$ cat config.mk
export PLATFORM = sky130hd
export DESIGN_NAME = regfile_dump_sequencer_flat
export DESIGN_NICKNAME = d
export VERILOG_FILES = /design/src/rtl/regfile_dump_if.sv /design/src/rtl/regfile_dump_sequencer.sv /design/src/flat_wrapper.sv
export SDC_FILE = /design/constraint.sdc
export NUM_CORES = 1
export LEC_CHECK = 0
export CAP_MARGIN = 5
export CORE_MARGIN = 2
export CORE_UTILIZATION = 48
export DETAILED_ROUTE_END_ITERATION = 16
export PLACE_DENSITY = 0.84
export SKIP_CTS_REPAIR_TIMING = 1
export SYNTH_ARGS = -nofsm -noshare
export SYNTH_HDL_FRONTEND = slang
export SYNTH_SLANG_ARGS = --single-unit
$ cat constraint.sdc
create_clock -name clk -period 2 [get_ports clk]
set_input_delay 0.4 -clock clk [delete_from_list [all_inputs] [get_ports clk]]
set_output_delay 0.4 -clock clk [all_outputs]
set_load 0.1 [all_outputs]
$ cat src/rtl/regfile_dump_if.sv
// Bundles the dump sequencer's register-file read port, UART TX byte stream and status lines.
// The master side is the sequencer. The slave side is the core/regfile/UART environment.
interface regfile_dump_if #(
    parameter int ADDR_W = 5
) ();
    logic              start;
    logic [ADDR_W-1:0] rd_address;
    logic [31:0]       rd_data;
    logic [7:0]        tx_data;
    logic              tx_valid;
    logic              tx_ready;
    logic              busy;
    logic              halt_req;
    logic              done;

    modport master (
        input  start, rd_data, tx_ready,
        output rd_address, tx_data, tx_valid, busy, halt_req, done
    );

    modport slave (
        output start, rd_data, tx_ready,
        input  rd_address, tx_data, tx_valid, busy, halt_req, done
    );
endinterface

$ cat src/rtl/regfile_dump_sequencer.sv
// Debug dumper: walks the integer register file through one read port and streams each
// 32-bit value MSB-first as bytes to the UART TX interface, holding the core while busy.
//
//   state    | meaning
//   ---------+------------------------------------------------------------
//   S_IDLE   | waiting for start; read address parked at 0
//   S_HEADER | offering the sync byte until the transmitter takes it
//   S_FETCH  | one cycle: capture rd_data for reg_idx into the shift register
//   S_SEND   | offering shift_reg[31:24]; each accepted byte shifts left by 8
//   S_DONE   | one-cycle done pulse, still busy, then back to idle
module regfile_dump_sequencer #(
    parameter int         NUM_REGS    = 32,
    parameter int         ADDR_W      = 5,
    parameter bit         SEND_HEADER = 1'b1,
    parameter logic [7:0] HEADER_BYTE = 8'hA5
) (
    input  logic           clk,
    input  logic           reset,
    regfile_dump_if.master bus
);
    typedef enum logic [2:0] {
        S_IDLE,
        S_HEADER,
        S_FETCH,
        S_SEND,
        S_DONE
    } state_t;

    localparam logic [ADDR_W-1:0] LAST_IDX = ADDR_W'(NUM_REGS - 1);

    state_t            state;
    state_t            state_nxt;
    logic [ADDR_W-1:0] reg_idx;
    logic [31:0]       shift_reg;
    logic [1:0]        byte_cnt;
    logic              tx_valid_c;
    logic [7:0]        tx_data_c;
    logic              busy_c;
    logic              done_c;

    always_ff @(posedge clk) begin
        if (reset) begin
            state <= S_IDLE;
        end else begin
            state <= state_nxt;
        end
    end

    always_comb begin
        state_nxt  = state;
        tx_valid_c = 1'b0;
        tx_data_c  = 8'h00;
        busy_c     = 1'b1;
        done_c     = 1'b0;
        case (state)
            S_IDLE: begin
                busy_c = 1'b0;
                if (bus.start) begin
                    state_nxt = SEND_HEADER ? S_HEADER : S_FETCH;
                end
            end
            S_HEADER: begin
                tx_valid_c = 1'b1;
                tx_data_c  = HEADER_BYTE;
                if (bus.tx_ready) begin
                    state_nxt = S_FETCH;
                end
            end
            S_FETCH: begin
                state_nxt = S_SEND;
            end
            S_SEND: begin
                tx_valid_c = 1'b1;
                tx_data_c  = shift_reg[31:24];
                if (bus.tx_ready && (byte_cnt == 2'd3)) begin
                    state_nxt = (reg_idx == LAST_IDX) ? S_DONE : S_FETCH;
                end
            end
            S_DONE: begin
                done_c    = 1'b1;
                state_nxt = S_IDLE;
            end
            default: begin
                busy_c    = 1'b0;
                state_nxt = S_IDLE;
            end
        endcase
    end

    // reg_idx doubles as the read address, so it is parked at 0 whenever idle
    always_ff @(posedge clk) begin
        if (reset) begin
            reg_idx   <= '0;
            shift_reg <= '0;
            byte_cnt  <= '0;
        end else begin
            case (state)
                S_IDLE: begin
                    reg_idx <= '0;
                end
                S_FETCH: begin
                    shift_reg <= bus.rd_data;
                    byte_cnt  <= '0;
                end
                S_SEND: begin
                    if (bus.tx_ready) begin
                        shift_reg <= {shift_reg[23:0], 8'h00};
                        if (byte_cnt != 2'd3) begin
                            byte_cnt <= byte_cnt + 2'd1;
                        end else if (reg_idx != LAST_IDX) begin
                            reg_idx <= reg_idx + 1'b1;
                        end
                    end
                end
                S_DONE: begin
                    reg_idx <= '0;
                end
                default: begin
                    reg_idx <= '0;
                end
            endcase
        end
    end

    assign bus.rd_address = reg_idx;
    assign bus.tx_valid   = tx_valid_c;
    assign bus.tx_data    = tx_data_c;
    assign bus.busy       = busy_c;
    assign bus.halt_req   = busy_c;
    assign bus.done       = done_c;
endmodule

$ cat src/flat_wrapper.sv
// flat-port wrapper written by rule: the top's interface ports become plain ports
module regfile_dump_sequencer_flat 
#(
    parameter int         NUM_REGS    = 32,
    parameter int         ADDR_W      = 5,
    parameter bit         SEND_HEADER = 1'b1,
    parameter logic [7:0] HEADER_BYTE = 8'hA5
)
  (clk, reset, bus_start, bus_rd_data, bus_tx_ready, bus_rd_address, bus_tx_data, bus_tx_valid, bus_busy, bus_halt_req, bus_done);
  regfile_dump_if #(.ADDR_W(ADDR_W)) bus_i ();
  input  logic clk;
  input  logic reset;
  input wire logic [$bits(bus_i.start)-1:0] bus_start;
  input wire logic [$bits(bus_i.rd_data)-1:0] bus_rd_data;
  input wire logic [$bits(bus_i.tx_ready)-1:0] bus_tx_ready;
  output wire logic [$bits(bus_i.rd_address)-1:0] bus_rd_address;
  output wire logic [$bits(bus_i.tx_data)-1:0] bus_tx_data;
  output wire logic [$bits(bus_i.tx_valid)-1:0] bus_tx_valid;
  output wire logic [$bits(bus_i.busy)-1:0] bus_busy;
  output wire logic [$bits(bus_i.halt_req)-1:0] bus_halt_req;
  output wire logic [$bits(bus_i.done)-1:0] bus_done;
  assign bus_i.start = bus_start;
  assign bus_i.rd_data = bus_rd_data;
  assign bus_i.tx_ready = bus_tx_ready;
  assign bus_rd_address = bus_i.rd_address;
  assign bus_tx_data = bus_i.tx_data;
  assign bus_tx_valid = bus_i.tx_valid;
  assign bus_busy = bus_i.busy;
  assign bus_halt_req = bus_i.halt_req;
  assign bus_done = bus_i.done;
  regfile_dump_sequencer #(.NUM_REGS(NUM_REGS), .ADDR_W(ADDR_W), .SEND_HEADER(SEND_HEADER), .HEADER_BYTE(HEADER_BYTE)) u_core (.clk(clk), .reset(reset), .bus(bus_i));
endmodule
---- Word level (Yosys, flattened, before mapping) ----
Cells that the tools add are included.
word-level totals
  flip-flop bits (word level) ............. 42
operators by class
  add/subtract/negate cells ............... 2
  equality and inequality tests ........... 15
  muxes and demuxes ....................... 18
  bitwise logic cells ..................... 1
  reduce and logical (&&, ||, !) cells .... 9
operators with widths
  cell                                                    count
  one-hot mux 32 bit (2 select lines)                     1
  two-way mux 32 bit                                      1
  one-hot mux 8 bit (2 select lines)                      1
  two-way mux 5 bit                                       3
  two-way mux 3 bit                                       4
  one-hot mux 3 bit (4 select lines)                      1
  inequality test 2 bit (second input constant)           5
  one-hot mux 5 bit (2 select lines)                      1
  equality test 3 x 2 -> 1 bit (second input constant)    2
  inequality test 2 x 1 -> 1 bit (second input constant)  3
  AND reduction 3 bit                                     2
  adder 5 x 1 -> 5 bit (second input constant)            1
  equality test 5 bit (second input constant)             1
  inequality test 5 bit (second input constant)           1
  two-way mux 2 bit                                       2
  one-hot mux 2 bit (2 select lines)                      1
  AND reduction 4 bit                                     1
  OR reduction 4 bit                                      1
  equality test 3 x 1 -> 1 bit (second input constant)    1
  equality test 3 bit (second input constant)             1
  zero test 3 bit                                         1
  two-way mux 1 bit                                       3
  adder 2 x 1 -> 2 bit (second input constant)            1
  equality test 2 bit (second input constant)             1
  5 further kinds                                         5

---- Depth between registers and ports, before layout ----
Gate-level depths: netlist of run 1.
  word-level depth ........................ 5
  depth in mapped cells ................... 6
  mapped depth without buffers ............ 6

---- Worst setup path before layout of run 1 ----
OpenSTA, ideal clock, no wires.
  kind .................................... reg2out
  start ................................... reg u_core.state[0]
  end ..................................... out bus_halt_req
  arrival time ............................ 2.915 ns
  data required time ...................... 1.600 ns
  setup slack ............................. -1.315 ns
  cell stages (with the launch flop) ...... 7
  path buffers ............................ 4
  cell sequence ........................... dfxtp_1 > buf_4 > buf_6 > buf_2 > nor2_1 > xnor2_1 > buf_4
between the ends
  cells in the longest elaborated chain, start to end .. 3
  elaborated cells on any way between the ends .. 6
  classes of those cells .................. eq/ne: 4; mux: 1; reduce/logical: 1
ends and longest elaborated chain
  item                                         RTL line                      RTL
  start, declared                              regfile_dump_sequencer.sv:31  state_t state;
  start signal, assigned                       regfile_dump_sequencer.sv:45  state <= state_nxt;
  equality test 3 bit (tied with other cells)  regfile_dump_sequencer.sv:55  case (state)
  OR reduction 4 bit (no source line) (*)      -
  two-way mux 1 bit (*)                        regfile_dump_sequencer.sv:55
  end, declared                                flat_wrapper.sv:20            output wire logic [$bits(bus_i.halt_req)-1:0] bus_halt_req;
Every way passes the cells marked *; elsewhere a longest branch is shown, timed or not.

---- Final worst setup path of run 1 ----
  start ................................... reg u_core.state[2]
  end ..................................... out bus_tx_data[1]
between the ends
  cells in the longest elaborated chain, start to end .. 2
  elaborated cells on any way between the ends .. 3
  classes of those cells .................. eq/ne: 2; mux: 1
ends and longest elaborated chain
  item                                                                          RTL line                      RTL
  equality test 3 x 2 -> 1 bit or equality test 3 x 1 -> 1 bit (tied branches)  regfile_dump_sequencer.sv:55
  one-hot mux 8 bit (2 select lines) (*)                                        regfile_dump_sequencer.sv:55
  end, declared                                                                 flat_wrapper.sv:17            output wire logic [$bits(bus_i.tx_data)-1:0] bus_tx_data;
Marks and branches as above.

==> results of run 1 <==
-- stage by stage --
| stage | instance area (um^2) | util |
|---|---|---|
| detailed placement | 2730 | 0.673 |
| floorplan | 2070 | - |
| global placement | 2730 | 0.673 |
| CTS | 2820 | 0.695 |
| global route | 2820 | 0.696 |
| finish | 2820 | 0.696 |
-- path summary, 6_finish.rpt --
| kind | slack, ps | endpoint | from | cells past startpoint |
|---|---|---|---|---|
| max | 90 | bus_tx_data[1] | u_core.state[2] | 3 |
| min | 470 | u_core.shift_reg[1] | u_core.shift_reg[1] | 2 |
| max reg2reg | 130 | u_core.bus.rd_address[3] | u_core.bus.rd_address[0] | 6 |
| min reg2reg | 470 | u_core.shift_reg[1] | u_core.shift_reg[1] | 2 |
-- area by class of cell --
| cell class | count | area, um^2 |
|---|---|---|
| Fill cell | 316 | 1230 |
| Multi-Input combinational cell | 157 | 1070 |
| Clock buffer | 7 | 86.3 |
| Sequential cell | 42 | 846 |
| Clock inverter | 1 | 5.00 |
| Tap cell | 50 | 62.6 |
| Inverter | 7 | 26.3 |
| Timing Repair Buffer | 63 | 723 |
-- cell usage after synthesis --
master	count	area share
nand2_1	12	0.022
nor3b_2	1	0.0061
a211oi_1	25	0.092
buf_6	2	0.011
nor4_1	1	0.0031
a22oi_1	1	0.0037
nor2b_1	1	0.0031
and4b_1	1	0.0049
and2_1	2	0.0061
or4_1	1	0.0037
a311o_1	1	0.0049
dfxtp_1	42	0.41
clkbuf_1	5	0.0092
nand2b_4	1	0.0067
ha_1	3	0.018
a31oi_1	1	0.0031
and2b_1	1	0.0037
buf_4	6	0.022
nand3_1	5	0.012
inv_1	7	0.013
mux2i_1	25	0.12
o21ai_0	11	0.027
xnor2_1	2	0.0086
nor2_2	1	0.0031
nand4b_1	1	0.0043
a21oi_1	42	0.10
buf_2	9	0.022
nand2b_1	5	0.015
nor2_1	3	0.0055
and3_1	7	0.021
or3_1	3	0.0092
-- cells by family after synthesis --
group,after synthesis
AO/OA/AOI/OAI,81
XOR/XNOR,2
adder cells (fa/ha/maj),3
buffers and inverters,29
flip-flops,42
multiplexers,25
AND/OR/NAND/NOR,46
-- power by group through the flow --
stage,Clock [uW],Combinational (uW),Sequential [uW]
6_report,551,620,937
3_3_place_gp,0,609,953
3_5_place_dp,0,621,956
4_1_cts,559,623,937
2_1_floorplan,0,425,938
5_1_grt,602,661,945
-- critical path, delay by kind of cell, from the launching register on --
family                 cells  cell delay [ps]
DFF                        1              500
and+or+nand+nor            2              550
buffers and inverters      1              170
-- per-layer routing --
| layer | vias to the layer above | wire [um] | share of wire | track usage |
|---|---|---|---|---|
| li1 | 924 | - | - | - |
| met1 | 827 | 2120 | 0.45 | 0.257 |
| met2 | 54 | 2250 | 0.48 | 0.325 |
| met3 | 8 | 203 | 0.044 | 0.0567 |
| met4 | 0 | 87 | 0.019 | 0.0741 |
| met5 | - | 0 | 0 | 0 |
==> flow_summary.ini, run 1 <==
[sta]
max_slew.worst_pin.slew_ps = 985
finClkSkew_ps = 10.2
timing_hold_violations_final = 0
fmax_ghz = 0.523
fin_tns_setup_ps = 0
setup_viol = 0
rsz0062_at_grt = false
finalWorstSetupSlack_ps = 86.2
timing.final.crit_period_ps = 1910
max_slew_margin = 0.342
final_max_slew_viol_count = 0
period_utilization = 0.957
worst_hold_slack_ps = 472

[logic_synthesis]
synth_compound_gate_area_share = 0.233
synth_xor_area_frac = 0.00856
postSynthNetCount = 267
mux_contribution_to_synthesized_area = 0.122
synthAdderAreaFrac = 0.0183
synth.distinct_cells = 31
syn_area_per_cell_um2 = 8.98
largest_family_of_logic_cells_by_synthesized_area = compound AO/OA/AOI/OAI gates
synth-seq-cells = 42
synthCells = 228
synth-seq-area-share = 0.411
mappedNetlistArea_um2 = 2050
yosys.area_share.simple = 0.130
yosysWarnings = 0

[power_and_ir_drop]
p_total_uw = 2110
swShare = 0.315
power_frac_comb = 0.294
p_sw_uw = 665
power_density_nw_per_um2 = 747
peak_vdd_ir_uv = 406
seq_power_share = 0.445
cell_internal_pwr_uw = 1440
pwr-share-clk = 0.261
power.static_leakage_uw = 0.00104

[global_route]
grt_pass1_wl_um = 7970
grt.overflow.total = 0
grt_antenna_before_repair = 0
pin_count_of_the_biggest_net_entering_global_routing = 27
grtUsageTotal = 0.202
grt_pass1_vias = 1731

[floorplanning]
rows = 23
floorplan.die.width_um = 69.3
initial_utilization = 0.504
floorplan.core_area_um2 = 4060
fp.dieH_um = 69.3
die_area_um2 = 4800
io-pin-count = 53

[placement]
worst_slack_at_placement_ps = -54.2
dp_cells = 319
hpwl_um = 3360
place_congestion = 0.749
port_buffers = 52

[clock_network]
htree_levels = 2
clkSinkCount = 42
tritoncts = built
clkSlewWorstSetupHoldPaths_ps = 80
master_cell_of_the_clock_root_buffer = clkbuf_8
worstSkewPairLatency_ps = 300
cts_buffer_depth = 2
numCtsBuffers = 5

[run_status]
outcome = finished, final reports clean

[drt]
routed_wire_length_per_instance_um = 14.2
detail_route.vias_per_cell = 5.54
drc_errors = 0
drt_first_iter_violations = 91
final_antenna_net_count = 0
detailroute.via_count = 1813
routed_wirelength_um = 4650
detail_route.first_pass.iterations = 4

[layout]
fraction_of_final_layout_cells_sized_beyond_drive_strength_1 = 0.173
diodes = 0
layout.nets = 315
final_cell_count_no_fill = 327
layout-area-overhead-vs-synth_pct = 37.9
leading_cell_type_in_the_layout_fill_and_taps_excluded = a21oi_1
most-common-layout-cells = 42 x a21oi_1, 38 x dfxtp_1, 35 x clkdlybuf4s50_1, 25 x mux2i_1, 25 x a211oi_1
largest_register_ff_count = 32

[worst_setup_path]
worst_path_max_delay_cell = dfxtp_1
critPathMaxFanout = 8
critPathLaunchType = flop
timing.critical_path.to_type = output port
critical_path_class = flop to output port
slowest_delay_ps = 500
timing.critical_path.required_ps = 1600
critical_path_arrival_ps = 1510
cp_cell_sequence = and2b_1 -> and3_2 -> buf_12

[flow_run]
max-cap-violations = 0

[worst_hold_path]
min_path_type = flop to flop
(Power assumes the default switching activity.)
==> run 2, diff against run 1 <==
--- a/config.mk
+++ b/config.mk
@@ -5,11 +5,12 @@
 export SDC_FILE = /design/constraint.sdc
 export NUM_CORES = 1
 export LEC_CHECK = 0
-export CAP_MARGIN = 5
+export CAP_MARGIN = 20
 export CORE_MARGIN = 2
 export CORE_UTILIZATION = 48
 export DETAILED_ROUTE_END_ITERATION = 16
 export PLACE_DENSITY = 0.84
+export SETUP_SLACK_MARGIN = 0.05
 export SKIP_CTS_REPAIR_TIMING = 1
 export SYNTH_ARGS = -nofsm -noshare
 export SYNTH_HDL_FRONTEND = slang
==> flow_summary.ini, run 2 (same netlist as run 1, synthesis figures left out) <==
[sta]
period_utilization = 0.950
timing_hold_violations_final = 0
fmax_ghz = 0.526
max_slew_margin = 0.402
rsz0062_at_grt = false
timing.final.crit_period_ps = 1900
max_slew.worst_pin.slew_ps = 896
finClkSkew_ps = 3.81
fin_tns_setup_ps = 0
setup_viol = 0
worst_hold_slack_ps = 475
final_max_slew_viol_count = 0

[global_route]
top_usage_layer = met2
grtUsageTotal = 0.187
pin_count_of_the_biggest_net_entering_global_routing = 33
met1_track_usage_gr = 0.240
grt_pass1_wl_um = 7420
gr-usage-met3 = 0.0334
grt_pass1_vias = 1683
grt.met2_usage = 0.310
grt_antenna_before_repair = 0
grt.overflow.total = 0

[power_and_ir_drop]
p_sw_uw = 668
p_total_uw = 2110
power_frac_comb = 0.292
power.static_leakage_uw = 0.00104
seq_power_share = 0.443
power_density_nw_per_um2 = 747
peak_vdd_ir_uv = 454
cell_internal_pwr_uw = 1440
pwr-share-clk = 0.265
swShare = 0.317

[worst_hold_path]
hold_start = u_core.shift_reg[2]
worstHoldPathCells = 2
min_path_type = flop to flop
hold_end = u_core.shift_reg[2]

[placement]
place_congestion = 0.800
dpl-instance-area_um2 = 2720
port_buffers = 52
hpwl_um = 3250

[worst_setup_path]
critical_path_class = flop to flop
cp_cell_sequence = ha_1 -> and3_1 -> ha_1 -> nand4b_1 -> or3_1 -> a21oi_1
critical_path_arrival_ps = 2120
critPathMaxFanout = 5
path_common_cell = ha_1
critPathLaunchType = flop
worst_path_max_delay_cell = or3_1
cell_depth_of_the_worst_flop_to_flop_path = 6
rr_endpoint = u_core.bus.rd_address[3]
timing.critical_path.required_ps = 2220
slowest_delay_ps = 420
worst_r2r_startpoint = u_core.bus.rd_address[0]
worst-r2r-setup-slack_ps = 100
timing.critical_path.to_type = flop

[layout]
layout-area-overhead-vs-synth_pct = 38.0
postLayoutCellArea_um2 = 2820
diodes = 0
fraction_of_final_layout_cells_sized_beyond_drive_strength_1 = 0.177
largest_register_ff_count = 32
layout.nets = 315
final_util = 0.696
most-common-layout-cells = 42 x a21oi_1, 37 x dfxtp_1, 35 x clkdlybuf4s50_1, 25 x mux2i_1, 25 x a211oi_1
leading_cell_type_in_the_layout_fill_and_taps_excluded = a21oi_1

[drt]
detailroute.via_count = 1805
drt_first_iter_violations = 97
routed_wirelength_um = 4410
routed_wire_length_per_instance_um = 13.5
detail_route.first_pass.iterations = 4
detail_route.vias_per_cell = 5.52
final_antenna_net_count = 0
drc_errors = 0

[clock_network]
master_cell_of_the_clock_root_buffer = clkbuf_8
cts_buffer_depth = 2
clkSlewWorstSetupHoldPaths_ps = 80
htree_levels = 2
tritoncts = built
numCtsBuffers = 5
clkSinkCount = 42
worstSkewPairLatency_ps = 290

[floorplanning]
rows = 23
die_area_um2 = 4800
initial_utilization = 0.504
floorplan.core_area_um2 = 4060
floorplan.die.width_um = 69.3
io-pin-count = 53
fp.dieH_um = 69.3

[flow_run]
max-cap-violations = 0

[run_status]
outcome = finished, final reports clean
==> run 2: cell types whose count changed in the layout (fill, tap and decap cells not counted) <==
cell / before / now
dfxtp_1: 38 / 37
dfxtp_2: 4 / 5
==> run 2: area by class of cell <==
class	count	area, um^2
multi-input combinational	157	1070
sequential	42	847
timing repair buffer	63	723
tap	50	62.6
inverter	7	26.3
clock inverter	1	5.00
clock buffer	7	86.3
fill	333	1230
==> run 2: power by group through the flow <==
stage	clock network, uW	logic, uW	registers [uW]
after floorplan	0	425	938
after global placement	0	610	950
after detailed placement	0	620	952
after CTS	563	620	933
after global routing	594	663	941
final	559	616	934
==> run 2: worst max-delay path by stage <==
stage	start	end	slack [ps]	cells past startpoint
after floorplan	u_core.state[0]	bus_tx_data[0]	-540	4
after global placement	bus_tx_ready	u_core.shift_reg[24]	40	4
after detailed placement	bus_tx_ready	u_core.shift_reg[31]	-10	4
after CTS	u_core.state[1]	bus_tx_data[4]	70	3
after global routing	u_core.bus.rd_address[0]	u_core.bus.rd_address[3]	60	6
final	u_core.bus.rd_address[0]	u_core.bus.rd_address[3]	100	6
==> run 2: critical path, delay by kind of cell, from the launching register on <==
family / cells / cell delay (ps)
compound gates: 1 / 150
fa+ha+maj: 2 / 410
flops: 1 / 350
simple gates: 3 / 920
==> run 2: per-stage QoR <==
step,setup WS (ps),std cells
2_1_floorplan,-544,228
3_3_place_gp,40.3,318
3_5_place_dp,-9.74,318
4_1_cts,71.5,326
5_1_grt,57.7,327
6_report,99.3,327
==> run 2: per-layer routing <==
metal | up-vias | routed length (um)
met2 | 48 | 2120
met1 | 827 | 2040
met3 | 8 | 169
li1 | 922 | -
met5 | - | 0
met4 | 0 | 75
==> variant (flow settings as in run 1) <==
`ADDR_W` is set to 5 in 3 places; all go to 7.
--- a/src/rtl/regfile_dump_if.sv
+++ b/src/rtl/regfile_dump_if.sv
@@ -1,7 +1,7 @@
 // Bundles the dump sequencer's register-file read port, UART TX byte stream and status lines.
 // The master side is the sequencer. The slave side is the core/regfile/UART environment.
 interface regfile_dump_if #(
-    parameter int ADDR_W = 5
+    parameter int ADDR_W = 7
 ) ();
     logic              start;
     logic [ADDR_W-1:0] rd_address;
--- a/src/rtl/regfile_dump_sequencer.sv
+++ b/src/rtl/regfile_dump_sequencer.sv
@@ -10,7 +10,7 @@
 //   S_DONE   | one-cycle done pulse, still busy, then back to idle
 module regfile_dump_sequencer #(
     parameter int         NUM_REGS    = 32,
-    parameter int         ADDR_W      = 5,
+    parameter int         ADDR_W      = 7,
     parameter bit         SEND_HEADER = 1'b1,
     parameter logic [7:0] HEADER_BYTE = 8'hA5
 ) (
--- a/src/flat_wrapper.sv
+++ b/src/flat_wrapper.sv
@@ -2,7 +2,7 @@
 module regfile_dump_sequencer_flat 
 #(
     parameter int         NUM_REGS    = 32,
-    parameter int         ADDR_W      = 5,
+    parameter int         ADDR_W      = 7,
     parameter bit         SEND_HEADER = 1'b1,
     parameter logic [7:0] HEADER_BYTE = 8'hA5
 )
Ports: changed (resized bus_rd_address); port bits go from 53 to 55. No check against the original RTL was run, so the function may have changed too.
==> variant against run 1 <==
Worst hold slack lost 0.023 ns. Synthesized area shrank 3.8%. Sequential cell count grew 2. Die area shrank 3.6%. Sequential power grew 2.6%. Wire length grew 5.4%. Fmax grew 0.19%. Clock skew shrank 0.0050 ns. Power grew 2.1%. Non-clock buffer count grew 6. Largest cell class unchanged. Setup slack gained 0.0037 ns. Design area grew 3.7%.
==> variant: results (changes against run 1) <==
* Vias in the first global route at 1,782 (+2.9%)
* First DRT Iteration DRCs at 139 (+53%)
* Routed wl met3 at 221 µm (+8.9%)
* Synth Area in XOR/XNOR at 0.00445 (-0.00411)
* RD Place Congestion at 0.879 (+17%)
* GRT met1 Usage at 0.297 (+0.0403)
* Vias per inst at 5.85 (+5.6%)
* Synthesized Nets at 268 (+0.37%)
* Post-place setup slack at 0.0508 ns (+0.105 ns)
* Largest delay share family, worst path: flip-flops
* Proportion of layout cells with a drive suffix above 1 at 0.190 (+0.0164)
* Largest net degree at the start of global routing at 40 (+48%)
* Critical Path Start: u_core.state[0]$_SDFFE_PP0P_
* Number of fill cells at 307 (-2.8%)
* Worst clock skew at 0.00511 ns (-0.00504 ns)
* Main area contributors after synthesis: dfxtp_1 45%, o221ai_1 11%, a21oi_1 7.6%
* GR Util met2 at 0.368 (+0.0429)
* Tcrit/Tclk final at 0.955 (-0.00186)
* Multiplexer share of the synthesized area at 0.00508 (-0.117)
* Number of distinct library cells after synthesis at 37 (+19%)
* Status: complete, no violations
* Synth cell count leaders: 44 x dfxtp_1, 33 x nand2_1, 30 x a21oi_1
* VDD IR max at 0.551 mV (+36%)
* Register area share after synthesis at 0.447 (+0.0365)
* Layout Cells excl Fill at 340 (+4.0%)
* Worst-margin pin slew at 0.445 ns (-0.540 ns)
* RR Startpoint: u_core.state[2]$_SDFFE_PP0P_
* WL met2 at 2.43 mm (+8.4%)
* First-pass GRT wire length at 8.00 mm (+0.35%)
* RR Endpoint: u_core.shift_reg[26]$_SDFFE_PP0P_
* NumNets Final at 327 (+3.8%)
* Clock power frac at 0.266 (+0.005)
* Worst setup path end: bus_tx_data[0]
* Post-Synth Adder-Cell Area at 0.0127 (-0.00563)
* Flop-to-flop setup slack at 0.48 ns (+0.35 ns)
* GRT Overall Usage at 0.228 (+0.0266)
* Post-detailed-placement half-perimeter wirelength at 3.49 mm (+4.1%)
* Beginning of the worst hold path: u_core.shift_reg[27]$_SDFFE_PP0P_
* Cell Area, Placed at 0.00283 mm² (+3.7%)
* Worst-path maximum fanout at 13 (+5)
* Synth Instances at 230 (+0.88%)
* M1 WL at 2.18 mm (+3.0%)
* Crit-path slowest cell: dfxtp_2
* IO buf count at 54 (+3.8%)
* WL/cell at 14.4 µm (+1.4%)
* GR Util met3 at 0.0559 (-0.000765)
* Hold path endpoint: u_core.shift_reg[27]$_SDFFE_PP0P_
* P_leak at 1.06 nW (+2.0%)
* Switching share of power at 0.317 (+0.00190)
* Compound-Gate Fraction of Synth Area at 0.287 (+0.0536)
* Max incr delay on CP at 0.46 ns (-0.04 ns)
[variant: cell types whose count changed after synthesis, sizes merged, moves of 4 or more]
| cell | before | now |
|---|---|---|
| a22oi | 1 | 8 |
| o21a | 0 | 5 |
| clkbuf | 5 | 9 |
| o21ai | 11 | 7 |
| mux2i | 25 | 1 |
| o221ai | 0 | 24 |
| inv | 7 | 3 |
| nand2b | 6 | 2 |
| nand2 | 12 | 33 |
| a21oi | 42 | 30 |
| nor2 | 4 | 15 |
| buf | 17 | 8 |
| a211oi | 25 | 0 |
[variant: final cells by class]
cell class              count  area (µm²)  area share
multi-input cells         166        1050       0.359
flip-flops and latches     44         886       0.303
repair buffers             69         818       0.280
clock buffers               7        86.3      0.0295
well taps                  50        62.6      0.0214
inverters                   3        15.0     0.00513
clock inverters             1        7.51     0.00257
[variant: per-stage QoR]
stage,utilization,hold WS [ns]
after global routing,0.737,0.466
after global placement,0.713,0.435
after detailed placement,0.713,0.441
after floorplan,-,0.427
final,0.737,0.449
after CTS,0.737,0.450
